File: config.mk
export PLATFORM = sky130hd
export DESIGN_NAME = mul_8x8_seq_flat
export DESIGN_NICKNAME = d
export VERILOG_FILES = /design/src/rtl/mul_8x8_seq_pkg.sv /design/src/rtl/mul_8x8_seq_if.sv /design/src/rtl/mul_8x8_seq_adder_8.sv /design/src/rtl/mul_8x8_seq.sv /design/src/flat_wrapper.sv
export SDC_FILE = /design/constraint.sdc
export NUM_CORES = 1
export LEC_CHECK = 0
export ABC_AREA = 1
export BUFFER_PORTS_ARGS = -buffer_cell sky130_fd_sc_hd__buf_2
export CAP_MARGIN = 20
export CORE_ASPECT_RATIO = 1.2
export CORE_MARGIN = 3
export CORE_UTILIZATION = 45
export DETAILED_ROUTE_END_ITERATION = 16
export PLACE_DENSITY = 0.7
export REMOVE_ABC_BUFFERS = 1
export SYNTH_ARGS = -nofsm -noshare
export SYNTH_HDL_FRONTEND = slang
export SYNTH_SLANG_ARGS = --single-unit
File: constraint.sdc
create_clock -name clk -period 6 [get_ports clk]
set_clock_uncertainty 0.15 [all_clocks]
set_input_delay 1.2 -clock clk [delete_from_list [all_inputs] [get_ports clk]]
set_output_delay 1.2 -clock clk [all_outputs]
set_load 0.01 [all_outputs]
File: src/rtl/mul_8x8_seq_pkg.sv
// Shared definitions for the sequential 8x8 shift-add multiplier.
package mul_8x8_seq_pkg;

  typedef enum logic [1:0] {
    ST_IDLE = 2'd0,
    ST_CALC = 2'd1,
    ST_DONE = 2'd2
  } mul_state_e;

  localparam logic [3:0] ITER_LAST = 4'd7;

endpackage

File: src/rtl/mul_8x8_seq_if.sv
// Request/response bundle between a multiplier client (master) and the multiplier (slave).
interface mul_8x8_seq_if;

  logic        start;
  logic [7:0]  a;
  logic [7:0]  b;
  logic        busy;
  logic        done;
  logic [15:0] product;

  modport master (output start, output a, output b, input busy, input done, input product);
  modport slave  (input start, input a, input b, output busy, output done, output product);

endinterface

File: src/rtl/mul_8x8_seq_adder_8.sv
// 8-bit ripple adder with carry in/out, used for the partial-product accumulate.
module adder_8 (
  input  logic [7:0] a_i,
  input  logic [7:0] b_i,
  input  logic       cin_i,
  output logic [7:0] sum_o,
  output logic       cout_o
);

  assign {cout_o, sum_o} = {1'b0, a_i} + {1'b0, b_i} + {8'h00, cin_i};

endmodule

File: src/rtl/mul_8x8_seq.sv
// Sequential unsigned 8x8 shift-add multiplier: one multiplier bit per clock,
// one-cycle done pulse, 16-bit product held until the next completion.
module mul_8x8_seq
  import mul_8x8_seq_pkg::*;
#(
  parameter bit ZERO_SKIP = 1'b1
) (
  input  logic         clk,
  input  logic         rst_n,
  mul_8x8_seq_if.slave bus_io
);

  mul_state_e  state_q, state_d;
  logic [7:0]  mcand_q, mcand_d;
  logic [7:0]  acc_q, acc_d;
  logic [7:0]  mlr_q, mlr_d;
  logic [3:0]  cnt_q, cnt_d;
  logic [15:0] product_q, product_d;
  logic        busy_q, busy_d;
  logic        done_q, done_d;

  logic [7:0]  addend_s;
  logic [7:0]  sum_s;
  logic        cout_s;
  logic        zero_hit_s;

  assign addend_s   = mlr_q[0] ? mcand_q : 8'h00;
  assign zero_hit_s = ZERO_SKIP && ((bus_io.a == 8'h00) || (bus_io.b == 8'h00));

  adder_8 u_adder (
    .a_i    (acc_q),
    .b_i    (addend_s),
    .cin_i  (1'b0),
    .sum_o  (sum_s),
    .cout_o (cout_s)
  );

  // State register
  always_ff @(posedge clk or negedge rst_n) begin
    if (!rst_n) begin
      state_q <= ST_IDLE;
    end else begin
      state_q <= state_d;
    end
  end

  // Next-state logic
  always_comb begin
    state_d = state_q;
    case (state_q)
      ST_IDLE: begin
        if (bus_io.start) begin
          state_d = zero_hit_s ? ST_DONE : ST_CALC;
        end else begin
          state_d = ST_IDLE;
        end
      end
      ST_CALC: begin
        if (cnt_q == ITER_LAST) begin
          state_d = ST_DONE;
        end else begin
          state_d = ST_CALC;
        end
      end
      ST_DONE: state_d = ST_IDLE;
      default: state_d = ST_IDLE;
    endcase
  end

  // Output decode, taken from the next state so busy/done come straight from flops
  always_comb begin
    busy_d = 1'b0;
    done_d = 1'b0;
    case (state_d)
      ST_IDLE: begin
        busy_d = 1'b0;
        done_d = 1'b0;
      end
      ST_CALC: begin
        busy_d = 1'b1;
        done_d = 1'b0;
      end
      ST_DONE: begin
        busy_d = 1'b1;
        done_d = 1'b1;
      end
      default: begin
        busy_d = 1'b0;
        done_d = 1'b0;
      end
    endcase
  end

  // Datapath next-state: operand capture and one shift-add iteration per CALC cycle
  always_comb begin
    mcand_d   = mcand_q;
    acc_d     = acc_q;
    mlr_d     = mlr_q;
    cnt_d     = cnt_q;
    product_d = product_q;
    case (state_q)
      ST_IDLE: begin
        if (bus_io.start) begin
          mcand_d = bus_io.a;
          mlr_d   = bus_io.b;
          acc_d   = 8'h00;
          cnt_d   = 4'd0;
          if (zero_hit_s) begin
            product_d = 16'h0000;
          end else begin
            product_d = product_q;
          end
        end else begin
          mcand_d = mcand_q;
        end
      end
      ST_CALC: begin
        // Carry out becomes the new MSB, so the 9-bit partial sum is never truncated
        {acc_d, mlr_d} = {cout_s, sum_s, mlr_q[7:1]};
        cnt_d          = cnt_q + 4'd1;
        if (cnt_q == ITER_LAST) begin
          product_d = {cout_s, sum_s, mlr_q[7:1]};
        end else begin
          product_d = product_q;
        end
      end
      ST_DONE: begin
        cnt_d = cnt_q;
      end
      default: begin
        cnt_d = cnt_q;
      end
    endcase
  end

  // Datapath and output registers
  always_ff @(posedge clk or negedge rst_n) begin
    if (!rst_n) begin
      mcand_q   <= 8'h00;
      acc_q     <= 8'h00;
      mlr_q     <= 8'h00;
      cnt_q     <= 4'd0;
      product_q <= 16'h0000;
      busy_q    <= 1'b0;
      done_q    <= 1'b0;
    end else begin
      mcand_q   <= mcand_d;
      acc_q     <= acc_d;
      mlr_q     <= mlr_d;
      cnt_q     <= cnt_d;
      product_q <= product_d;
      busy_q    <= busy_d;
      done_q    <= done_d;
    end
  end

  assign bus_io.busy    = busy_q;
  assign bus_io.done    = done_q;
  assign bus_io.product = product_q;

endmodule

File: src/flat_wrapper.sv
// flat-port wrapper written by rule: the top's interface ports become plain ports
module mul_8x8_seq_flat import mul_8x8_seq_pkg::*;
#(
  parameter bit ZERO_SKIP = 1'b1
)
  (clk, rst_n, bus_io_start, bus_io_a, bus_io_b, bus_io_busy, bus_io_done, bus_io_product);
  mul_8x8_seq_if bus_io_i ();
  input  logic clk;
  input  logic rst_n;
  input wire logic [$bits(bus_io_i.start)-1:0] bus_io_start;
  input wire logic [$bits(bus_io_i.a)-1:0] bus_io_a;
  input wire logic [$bits(bus_io_i.b)-1:0] bus_io_b;
  output wire logic [$bits(bus_io_i.busy)-1:0] bus_io_busy;
  output wire logic [$bits(bus_io_i.done)-1:0] bus_io_done;
  output wire logic [$bits(bus_io_i.product)-1:0] bus_io_product;
  assign bus_io_i.start = bus_io_start;
  assign bus_io_i.a = bus_io_a;
  assign bus_io_i.b = bus_io_b;
  assign bus_io_busy = bus_io_i.busy;
  assign bus_io_done = bus_io_i.done;
  assign bus_io_product = bus_io_i.product;
  mul_8x8_seq #(.ZERO_SKIP(ZERO_SKIP)) u_core (.clk(clk), .rst_n(rst_n), .bus_io(bus_io_i));
endmodule
==> qor.csv <==
metric,value,unit
Crit path required time,6.05,ns
total chip power,1.34,mW
vias in the first global route,2127,
post-DP HPWL,3740,um
RSZ-0062 raised after global routing,no,
Ant. Diodes,0,
Worst Hold Class,flip-flop to flip-flop,
Final nets,382,
Setup crit end kind,flip-flop,
XOR/XNOR share of the synthesized area,0,%
Die ar.,6480,sq um
IO Port Bufs,36,
WL final,5190,um
First-pass DRT Iterations,4,
Tcrit/Tclk final,38.3,%
Top Metal Used,met4,
Ys Warns,0,
pin count of the biggest net entering global routing,49,
register area share after synthesis,48.1,%
Longest Clk Path Bufs,2,
startpoint types,flip-flop,
CTS root buf,clkbuf_8,
Core Area,5330,sq um
Critical path buffers and inverters,1,
P_leak,1.68,nW
setup tns final,0,ns
via count,2065,
post-layout min period,2.30,ns
Post-Synth Adder-Cell Area,5.81,%
status,finished clean,
met2 WL,2590,um
Synth Area in Compound Gates,9.77,%
DR WL/cell,12.5,um
Synth area leaders,"dfrtp_1 48%, nand2_1 16%, inv_1 6.8%",
cts hold-fix bufs,0,
VDD IR-drop max,215,uV
CTS tree,built,
cell area after synthesis,2500,sq um
Filler Cells Inserted,518,
clk sinks,48,
GPL Wtd Cong,0.886,
cell mode on critical path,nand2_1,
Syn Area/Cell,7.93,sq um
r2r startpoint,u_core.mlr_q[0]$_DFFE_PN0P_,
final hold vios,0,
vias per cell,4.99,
worst-path fanout max,9,
Crit. Startpoint,u_core.mlr_q[0]$_DFFE_PN0P_,
post-synthesis simple-gate area fraction,26.8,%
share of layout cells above drive strength 1,16.5,%
largest family of logic cells by synthesized area,simple AND/OR/NAND/NOR gates,
WL met1,2340,um
DRT iter0 DRCs,92,
post-synth top area cell,dfrtp_1,
clk_lat worst skew,0.30,ns
initial antenna violation count,0,
crit path kind,flip-flop to flip-flop,
worst slew pin tran,0.525,ns
multiplexer share of the synthesized area,0,%
post-CTS setup buffers,0,
slowest CP cell,dfrtp_1,
# resized after CTS,0,
met3 routed WL,158,um
All-Layer GR Usage,18.2,%
starting density of the core,46.8,%
P per Cell Area,478,nW/um^2
crit-path cells,nand2_1 -> inv_1 -> ha_1 -> fa_1 -> nand2_1 -> nand2_1 -> nand3_1 -> nand2_1 -> or2_2 -> nand3_1 -> nand2_1,
Synth top area share,48.1,%
Final Max Tran Viols,0,
# Max-Cap Violations,0,
post-synthesis cell count,315,
max incr delay on CP,0.50,ns
critical path's top delay family,simple AND/OR/NAND/NOR gates,
H-tree depth,2,
drc violations,0,
Max-Slew Margin vs Limit,65.0,%
number of routed nets with antenna violations,0,
synthesis-to-finish area growth,12.3,%
Die Wd,74.0,um
Final Setup Violations,0,
first-pass GRT wire length,9090,um
Worst-path clk slew,0.09,ns
max frequency,435,MHz
Rows,29,
CTS Buf Count,5,
total gr overflow,0,
Hold Crit Start,u_core.bus_io.product[2]$_DFFE_PN0P_,
Ports,37,
post-synth cell types,30,
Yosys reg bits,48,
CP Data Arrival Time,2.35,ns
Die Y,87.6,um
==> final timing paths <==
path | to | slack (ns) | cells after the start
max in group asynchronous | u_core.acc_q[1]$_DFFE_PN0P_ | 4.46 | 2
min in group asynchronous | u_core.bus_io.product[13]$_DFFE_PN0P_ | 0.71 | 1
max reg2reg | u_core.bus_io.product[13]$_DFFE_PN0P_ | 3.70 | 11
max | u_core.bus_io.product[13]$_DFFE_PN0P_ | 3.70 | 11
min | u_core.bus_io.product[2]$_DFFE_PN0P_ | 0.32 | 2
min reg2reg | u_core.bus_io.product[2]$_DFFE_PN0P_ | 0.32 | 2
==> worst min-delay path, cell delays in order, from the launching register on <==
cell and delay, ns:
dfrtp_1 0.34, nand2_1 0.05, nand2_1 0.05
==> sequential cells by signal (all words and copies together) (netlist names) <==
name	cells
u_core.acc_q	8
u_core.mcand_q	8
u_core.bus_io.product	16
u_core.bus_io.busy	1
u_core.mlr_q	8
u_core.state_q	2
u_core.cnt_q	4
u_core.bus_io.done	1
==> through the flow <==
step           setup WS (ns)  area, sq um  hold WS [ns]  util [%]  cells
2_1_floorplan           3.71         2450         0.303         -    308
3_3_place_gp            3.40         2700         0.305      50.7    406
3_5_place_dp            3.40         2700         0.305      50.7    406
4_1_cts                 3.68         2790         0.328      52.2    413
5_1_grt                 3.51         2810         0.352      52.6    414
6_report                3.70         2810         0.320      52.6    414
==> placed cells by master, fill, tap and decap left out, types with 3 or more instances in the layout <==
cell type    n
ha_1        10
clkbuf_8     5
buf_2       36
nand3_1     13
dfrtp_1     48
nand2_1    108
nand2_4      4
inv_1       45
o21ai_0     20
a22o_1       3
a21oi_1     11
inv_2        3
nand4_1      3
nor2_1      25
==> synth_stat cells (all sizes together) <==
cell type  number
nand4           3
buf             5
ha             10
a21o            1
nor2           27
o21ai          21
a21oi          12
a21boi          1
dfrtp          48
or2             1
nor3            1
inv            49
clkbuf          2
o21bai          1
o22ai           1
fa              1
o221ai          1
and2            1
nand2         113
nand3          13
a22o            3
==> per-layer routing <==
metal / vias up / track usage (%)
met2: 36 / 30.3
li1: 1047 / -
met3: 8 / 3.67
met5: - / 0
met1: 974 / 22.4
met4: 0 / 8.90
==> power breakdown <==
part / internal [mW] / total, mW / switching, mW
clock network: 0.0791 / 0.188 / 0.109
registers: 0.461 / 0.539 / 0.0783
logic: 0.220 / 0.612 / 0.392
total: 0.760 / 1.34 / 0.579
==> cell families after synthesis <==
family / after synthesis
buffers and inverters: 56
AO/OA/AOI/OAI: 41
adder cells (fa/ha/maj): 11
AND/OR/NAND/NOR: 159
flip-flops: 48
==> cell type report <==
class / count / area, sq um / share of cell area, %
flip-flops and latches: 48 / 1200 / 42.8
multi-input cells: 211 / 1060 / 37.7
repair buffers: 37 / 200 / 7.14
inverters: 49 / 186 / 6.65
well taps: 62 / 77.6 / 2.77
clock buffers: 5 / 68.8 / 2.45
clock inverters: 2 / 12.5 / 0.446
Power figures use the tool's default switching activity.
